`src/rtl/dnn_pkg.sv`:
```
// Shared definitions for the DNN datapath: FSM state type, accumulator sizing and saturation.
package dnn_pkg;

  typedef enum logic [1:0] {
    IDLE = 2'd0,
    MAC  = 2'd1,
    DONE = 2'd2
  } state_e;

  // Width that holds a sum of num_in products of in_w x w_w signed operands without overflow.
  function automatic int acc_width(input int in_w, input int w_w, input int num_in);
    return in_w + w_w + $clog2(num_in);
  endfunction

  // Clamp acc to the signed range of an out_w-bit value; the caller keeps the low out_w bits.
  function automatic logic signed [63:0] sat_to(input logic signed [63:0] acc, input int out_w);
    logic signed [63:0] hi;
    logic signed [63:0] lo;
    hi = (64'sd1 <<< (out_w - 1)) - 64'sd1;
    lo = -(64'sd1 <<< (out_w - 1));
    if (acc > hi) return hi;
    if (acc < lo) return lo;
    return acc;
  endfunction

endpackage

```
`src/rtl/layer_mac.sv`:
```
// Signed multiply-accumulate: adds i_act*i_w each enabled cycle, clears after the last term.
module layer_mac #(
  parameter int IN_W  = 12,
  parameter int W_W   = 5,
  parameter int ACC_W = 19
) (
  input  logic                    clk,
  input  logic                    rst_n,
  input  logic                    i_en,
  input  logic                    i_last,
  input  logic signed [IN_W-1:0]  i_act,
  input  logic signed [W_W-1:0]   i_w,
  output logic signed [ACC_W-1:0] o_sum
);

  logic signed [IN_W+W_W-1:0] w_prod;
  logic signed [ACC_W-1:0]    r_acc;

  assign w_prod = i_act * i_w;
  assign o_sum  = r_acc + ACC_W'(w_prod);

  // NOTE: state registers take non-blocking assignments so every flop samples pre-edge values.
  always_ff @(posedge clk or negedge rst_n) begin
    if (!rst_n) begin
      r_acc <= '0;
    end else if (i_en) begin
      r_acc <= i_last ? '0 : o_sum;
    end
  end

endmodule

```
`src/rtl/output_layer_seq.sv`:
```
// Time-multiplexed output layer: one MAC computes NUM_OUT saturated neurons with valid/ready on both sides.
// Define OUTPUT_LAYER_ARGMAX_EN to add the out_argmax port and its running-max tracker.
module output_layer_seq
  import dnn_pkg::*;
#(
  parameter int NUM_IN  = 4,
  parameter int NUM_OUT = 2,
  parameter int IN_W    = 12,
  parameter int W_W     = 5,
  parameter int OUT_W   = 17
) (
  input  logic                            clk,
  input  logic                            rst_n,
  input  logic                            in_valid,
  output logic                            in_ready,
  input  logic [NUM_IN*IN_W-1:0]          in_vec,
  input  logic [NUM_OUT*NUM_IN*W_W-1:0]   weights,
  output logic                            out_valid,
  input  logic                            out_ready,
  output logic [NUM_OUT*OUT_W-1:0]        out_vec
`ifdef OUTPUT_LAYER_ARGMAX_EN
  ,
  output logic [$clog2(NUM_OUT)-1:0]      out_argmax
`endif
);

  localparam int ACC_W = acc_width(IN_W, W_W, NUM_IN);
  localparam int I_W   = $clog2(NUM_IN);
  localparam int O_W   = $clog2(NUM_OUT);

  state_e                          r_state;
  state_e                          w_state_next;
  logic [I_W-1:0]                  r_i;
  logic [O_W-1:0]                  r_o;
  logic [NUM_IN*IN_W-1:0]          r_act;
  logic [NUM_OUT*NUM_IN*W_W-1:0]   r_w;
  logic [NUM_OUT*OUT_W-1:0]        r_res;
  logic                            w_accept;
  logic                            w_mac;
  logic                            w_last_i;
  logic                            w_last_o;
  logic signed [IN_W-1:0]          w_act;
  logic signed [W_W-1:0]           w_wt;
  logic signed [ACC_W-1:0]         w_sum;
  logic signed [OUT_W-1:0]         w_sat;

  assign w_accept = in_valid && (r_state == IDLE);
  assign w_mac    = (r_state == MAC);
  assign w_last_i = (r_i == I_W'(NUM_IN - 1));
  assign w_last_o = (r_o == O_W'(NUM_OUT - 1));
  assign w_act    = r_act[r_i*IN_W +: IN_W];
  assign w_wt     = r_w[(r_o*NUM_IN + r_i)*W_W +: W_W];
  assign w_sat    = OUT_W'(sat_to(64'(w_sum), OUT_W));
  assign out_vec  = r_res;

  layer_mac #(
    .IN_W  (IN_W),
    .W_W   (W_W),
    .ACC_W (ACC_W)
  ) u_mac (
    .clk    (clk),
    .rst_n  (rst_n),
    .i_en   (w_mac),
    .i_last (w_last_i),
    .i_act  (w_act),
    .i_w    (w_wt),
    .o_sum  (w_sum)
  );

  // NOTE: every signal written here gets a default first, so no path can infer a latch.
  always_comb begin
    w_state_next = r_state;
    in_ready     = 1'b0;
    out_valid    = 1'b0;
    case (r_state)
      IDLE: begin
        in_ready = 1'b1;
        if (in_valid) w_state_next = MAC;
      end
      MAC: begin
        if (w_last_i && w_last_o) w_state_next = DONE;
      end
      DONE: begin
        out_valid = 1'b1;
        if (out_ready) w_state_next = IDLE;
      end
      default: w_state_next = IDLE;
    endcase
  end

  // NOTE: captured operands and results are reset too, so nothing stale is visible after reset.
  always_ff @(posedge clk or negedge rst_n) begin
    if (!rst_n) begin
      r_state <= IDLE;
      r_i     <= '0;
      r_o     <= '0;
      r_act   <= '0;
      r_w     <= '0;
      r_res   <= '0;
    end else begin
      r_state <= w_state_next;
      if (w_accept) begin
        r_act <= in_vec;
        r_w   <= weights;
        r_i   <= '0;
        r_o   <= '0;
      end else if (w_mac) begin
        if (w_last_i) begin
          r_i <= '0;
          r_o <= w_last_o ? '0 : r_o + O_W'(1);
          r_res[r_o*OUT_W +: OUT_W] <= w_sat;
        end else begin
          r_i <= r_i + I_W'(1);
        end
      end
    end
  end

`ifdef OUTPUT_LAYER_ARGMAX_EN
  logic signed [OUT_W-1:0] r_max;
  logic [O_W-1:0]          r_argmax;

  assign out_argmax = r_argmax;

  // Strict greater-than keeps the lowest index on ties; neuron 0 always seeds the max.
  always_ff @(posedge clk or negedge rst_n) begin
    if (!rst_n) begin
      r_max    <= '0;
      r_argmax <= '0;
    end else if (w_mac && w_last_i) begin
      if ((r_o == '0) || (w_sat > r_max)) begin
        r_max    <= w_sat;
        r_argmax <= r_o;
      end
    end
  end
`endif

endmodule

```
`config.mk`:
```
export PLATFORM = sky130hd
export DESIGN_NAME = output_layer_seq
export DESIGN_NICKNAME = d
export VERILOG_FILES = /design/src/rtl/dnn_pkg.sv /design/src/rtl/layer_mac.sv /design/src/rtl/output_layer_seq.sv
export SDC_FILE = /design/constraint.sdc
export NUM_CORES = 1
export LEC_CHECK = 0
export ABC_CLOCK_PERIOD_IN_PS = 6850
export BUFFER_PORTS_ARGS = -buffer_cell sky130_fd_sc_hd__buf_4
export CORE_MARGIN = 10
export CORE_UTILIZATION = 58
export DETAILED_ROUTE_END_ITERATION = 6
export GPL_TIMING_DRIVEN = 1
export PLACE_DENSITY = 0.85
export SLEW_MARGIN = 20
export SYNTH_ARGS = -nofsm -noshare
export SYNTH_HDL_FRONTEND = slang
export SYNTH_SLANG_ARGS = --single-unit
```
`constraint.sdc`:
```
create_clock -name clk -period 6.85 [get_ports clk]
set_clock_uncertainty 0.1 [all_clocks]
set_input_delay 1.0275 -clock clk [delete_from_list [all_inputs] [get_ports clk]]
set_output_delay 1.0275 -clock clk [all_outputs]
set_load 0.02 [all_outputs]
```
# After elaboration in Yosys (flattened, before gate mapping)
# Cells that the tools add are included.
# op_classes
add_sub_neg,5
multipliers,4
magnitude_cmp,2
eq_ne,6
n_shift,4
muxes,22
n_bitwise,1
n_reduce_logical,8
# ops
cell,count
$mux 17,4
$shiftx 48x7->12,1
$shiftx 40x8->5,1
$bwmux 34,1
$neg 6->34,1
$shift 17x34->34 const A,1
$shiftx 17x34->34,1
$add 19x17->19,1
$gt 19x17->1 const B,1
$lt 19x17->1 const B,1
$mux 19,1
$mul 12x5->17,1
$mux 2,6
$mux 1,9
$mul 4x3->7 const B,1
$mul 1x5->6 const B,1
$ne 2x2->1 const B,3
$pmux 2 s3,1
$reduce_and 3->1,2
$add 3x2->4,1
$eq 2x2->1 const B,2
$mul 2x2->4 const B,1
$reduce_bool 2->1,2
$add 2x1->2 const B,1
other kinds (6),7
# word_totals
register_bits,146
input_bits,92
elab_cells,59

# Depth between registers and ports, before layout
# logic_depth
depth_word,12
mapped_depth,23
ltp_nobuf,19

# By module
# From an unflattened synthesis, not the netlist that was laid out.
# unflattened
hier_cells,743
area_unflattened_um2,9265.1
# modules_own_cells
mod,n_inst,cells_per_inst,area_per_inst_um2,seq_area_each_um2
output_layer_seq,1,376,5786.8,3178.0
layer_mac,1,367,3478.3,475.5

# Worst setup path after synthesis
# OpenSTA, ideal clock, no wires.
# synth_timing
path_kind,flip-flop to flip-flop
start,register r_i[0]
end,register r_res[10] (netlist: out_vec[10])
setup_time_ps,144
t_arrival_ps,6082
slack_ps,523
path_stages_with_launch,23
period_less_slack_ps,6327
path_cell_list,dfrtp_1 buf_2 buf_2 mux4_2 mux2i_1 clkbuf_1 nand2b_1 fa_1 fa_1 inv_1 fa_1 inv_1 fa_1 inv_1 fa_1 a21o_1 a221oi_2 nand2b_4 o31ai_4 xor2_4 a211oi_4 buf_6 a311oi_1
# synth_via
elab_chain_cells,12
elab_cells_between_ends,19
# synth_rtl
element,line,rtl
start: declaration,output_layer_seq.sv:33,logic [I_W-1:0] r_i;
start signal: assignment,output_layer_seq.sv:113,r_i <= r_i + I_W'(1);
$add 3x2->4,output_layer_seq.sv:52,assign w_wt = r_w[(r_o*NUM_IN + r_i)*W_W +: W_W];
$mul 4x3->7,output_layer_seq.sv:52,
$shiftx 40x8->5,output_layer_seq.sv:52,
$mul 12x5->17,layer_mac.sv:19,assign w_prod = i_act * i_w;
$add 19x17->19,layer_mac.sv:20,assign o_sum = r_acc + ACC_W'(w_prod);
$lt 19x17->1,dnn_pkg.sv:22,if (acc < lo) return lo;
$mux 1 (2 in series),dnn_pkg.sv:22,
$mux 17,dnn_pkg.sv:23,return acc;
$mux 17,dnn_pkg.sv:22,
$shiftx 17x34->34,output_layer_seq.sv:111,r_res[r_o*OUT_W +: OUT_W] <= w_sat;
$bwmux 34,output_layer_seq.sv:111,
end signal: indexed assignment,output_layer_seq.sv:111,
end: declaration,output_layer_seq.sv:37,logic [NUM_OUT*OUT_W-1:0] r_res;
# Several ways; a longest one is shown, not always the timed one. The select of a mux whose other input is x is not followed.
# A chain may end at the register's enable or synchronous reset.

# Worst setup path in the final report
# layout_timing
start,register r_i[0]
end,register r_res[7] (netlist: out_vec[7])
# The elaborated chain is that of the path after synthesis.

==> results by group <==
Outcome
  – Status: completed

Synthesis
  – FF+latch count, synth: 146
  – Avg Cell Area, Syn: 12.41 µm²
  – EDFF count, synth: 0
  – Async SR Flop Fraction: 1.000
  – Mapped cell area: 9049 µm²
  – Ys flop type: dfrtp_1
  – Synthesized instance count: 729
  – Synth Warn #: 0
  – Sequential-to-total area share from yosys stat: 0.4038
  – Netlist cell types: 53
  – Net count after synthesis: 920

Global route
  – Gr ovfl total: 0
  – GR Layer Usage met1: 0.2679
  – Overall Global Routing Usage: 0.2013
  – Largest net degree at the start of global routing: 75
  – Vias in the first global route: 6712
  – GR Util met2: 0.3158
  – GR met3 Demand/Resource: 0.05744
  – Antenna violations before repair: 0
  – Grt peak-use layer: met2
  – First-pass GRT wire length: 34690 µm

Clocking
  – H-Tree Depth: 4
  – Clock-pin slew on the worst setup and hold paths: 0.06 ns
  – CTS max path bufs: 2
  – CTS tree: built
  – Worst-Skew Late Latency: 0.42 ns
  – Post-CTS Repair Setup Buffers: 0
  – Clock root buffer: clkbuf_16
  – Post-CTS Resized: 0
  – Post-CTS Hold Buffers: 0
  – Sink Count: 146
  – CTS Buf Count: 17

Setup path
  – Reg-to-reg endpoint: out_vec[7]
  – Crit. End Element: register
  – Crit Path Class: register to register
  – FF-to-FF Start: r_i[0]
  – Reg2Reg Setup Slack: 0.50 ns
  – Arr. time, crit path: 6.52 ns
  – Startpoint types: register
  – Largest fanout on the critical path: 12
  – WP data required: 7.03 ns
  – FF-to-FF path depth: 20

Final layout
  – Area grow syn2layout: 18.47%
  – Fill count: 1041
  – Most common cell after layout, fill and taps aside: dfrtp_1
  – Layout net count: 1041
  – Post-Layout Cell Count: 1074
  – Most frequent cells in the layout: dfrtp_1 (146), buf_4 (140), mux2_2 (90), nor2_1 (62), fa_1 (59)
  – Storage cell area: 3654 µm²
  – Footprint of the multi-input gates: 5004 µm²
  – Share of cells above drive strength 1: 0.3615
  – # diodes: 0

Routing
  – Routed Wire Length: 20860 µm
  – ANT nets after route: 0
  – Routed via count: 6113
  – DR vias/cell: 5.692
  – Initial drt markers: 447
  – DR WL/cell: 19.42 µm
  – # DRC: 0
  – Pre-Repair DR Iteration Count: 5

STA
  – Final TNS setup: 0 ns
  – Slew @ Worst Pin: 0.9319 ns
  – Tmin final: 6.349 ns
  – Final setup margin: 0.5012 ns
  – Hold_ws: 0.3971 ns
  – Final hold violation count: 0
  – Fin crit share: 0.9268
  – RSZ-0062 raised after global routing: no
  – Endpoints failing setup: 0
  – Max_slew headroom: 0.3787
  – FMAX: 0.1575 GHz
  – Final Slew Violations: 0

Placement
  – DP Wirelength: 15430 µm
  – Port bufs: 127
  – Inst Count DP: 1042
  – GPL Wtd Cong: 0.8935
  – Dpl ws: 0.5104 ns

Die
  – Die footprint: 21000 µm²
  – Initial Util: 0.5930
  – Core Area: 15260 µm²
  – Cell row count: 45
  – Die Ht: 144.9 µm
  – DIE WIDTH: 144.9 µm
  – I/O pin count: 128

Hold path
  – Hold WC Path Type: register to register
  – Hold Path End: u_mac.r_acc[0]
  – WHS Path Cells: 2
  – Hold Path Origin: u_mac.r_acc[0]

Run
  – Maximum capacitance violations: 0
==> layer usage <==
layer / share of wire / vias up
met1: 0.46 / 3128
met3: 0.062 / 24
met5: 0 / -
met4: 0.014 / 0
li1: - / 2760
met2: 0.47 / 201
==> Yosys cell counts, types with 2 or more instances <==
cell type / n / area [µm²]
o22ai_1: 10 / 62.56
a211oi_2: 10 / 125.1
and3_1: 3 / 18.77
buf_6: 5 / 56.30
nand3b_1: 5 / 37.54
o21ai_0: 11 / 55.05
nand3_1: 3 / 15.01
nand2b_1: 6 / 37.54
nand2_1: 41 / 153.9
clkbuf_1: 28 / 105.1
and2_1: 11 / 68.82
mux2_2: 90 / 1013
a311oi_2: 2 / 30.03
buf_2: 3 / 15.01
nor2b_1: 24 / 150.1
a21o_1: 5 / 37.54
a211oi_4: 2 / 40.04
a311oi_1: 20 / 175.2
buf_1: 3 / 11.26
o21ai_2: 2 / 17.52
dfrtp_1: 146 / 3654
a21oi_1: 16 / 80.08
mux2i_1: 4 / 40.04
xor2_1: 7 / 61.31
fa_1: 59 / 1181
inv_1: 55 / 206.5
mux4_2: 22 / 495.5
nor2_1: 62 / 232.7
or2_2: 2 / 12.51
xnor2_1: 10 / 87.58
ha_1: 40 / 500.5
==> kinds of logic (layout without fill, tap and decap cells) <==
| logic type | after synthesis | in the layout | share of synthesized area |
|---|---|---|---|
| and+or+nand+nor | 162 | 162 | 0.08697 |
| adders and majority gates | 99 | 99 | 0.1858 |
| muxes | 116 | 116 | 0.1712 |
| DFF | 146 | 146 | 0.4038 |
| buffers and inverters | 94 | 228 | 0.04356 |
| AOI/OAI and AO/OA | 93 | 93 | 0.08615 |
| xor gates and xnor gates | 19 | 19 | 0.02254 |
==> state kept, by name, summed over array words and instances, names as in the netlist <==
name	count
r_state	2
u_mac.r_acc	19
r_w	40
r_i	2
r_o	1
r_act	48
out_vec	34
==> through the flow <==
step                      utilization  instance area, µm²
after floorplan                     -                9049
after global placement         0.6678               10190
after detailed placement       0.6678               10190
after CTS                      0.7026               10720
after global routing           0.7026               10720
final                          0.7026               10720
==> worst max-delay path by stage <==
stage | cells past startpoint | from | end | slack [ns]
floorplan | 22 | r_i[0] | out_vec[10] | 0.52
global placement | 20 | r_i[0] | out_vec[10] | 0.69
detailed placement | 20 | r_i[0] | out_vec[7] | 0.51
CTS | 20 | r_i[0] | out_vec[7] | 0.49
global route | 19 | r_i[0] | out_vec[14] | 0.12
finish | 20 | r_i[0] | out_vec[7] | 0.50
==> final cells by class <==
type                    count  share of cell area
flip-flops and latches    146              0.3408
repair buffers            141             0.09909
clock inverters            11            0.007470
well taps                 211             0.02463
inverters                  55             0.01926
clock buffers              21             0.04202
multi-input cells         489              0.4667
==> worst max-delay path: stages, from the launching register on <==
cell      delay [ns]
dfrtp_1         0.40
buf_4           0.28
mux4_2          0.57
mux2_2          0.38
nand2_1         0.12
fa_1            0.45
fa_1            0.49
inv_1           0.06
fa_1            0.52
inv_1           0.05
fa_1            0.49
inv_1           0.07
fa_1            0.46
a21o_1          0.22
a221oi_2        0.29
nand2b_4        0.22
o31ai_4         0.08
xor2_4          0.20
a211oi_4        0.40
buf_4           0.27
a311oi_1        0.07
Power is left out: the tool's default activity adds up to more than one toggle a clock period on the data nets, which glitch-free logic cannot reach.
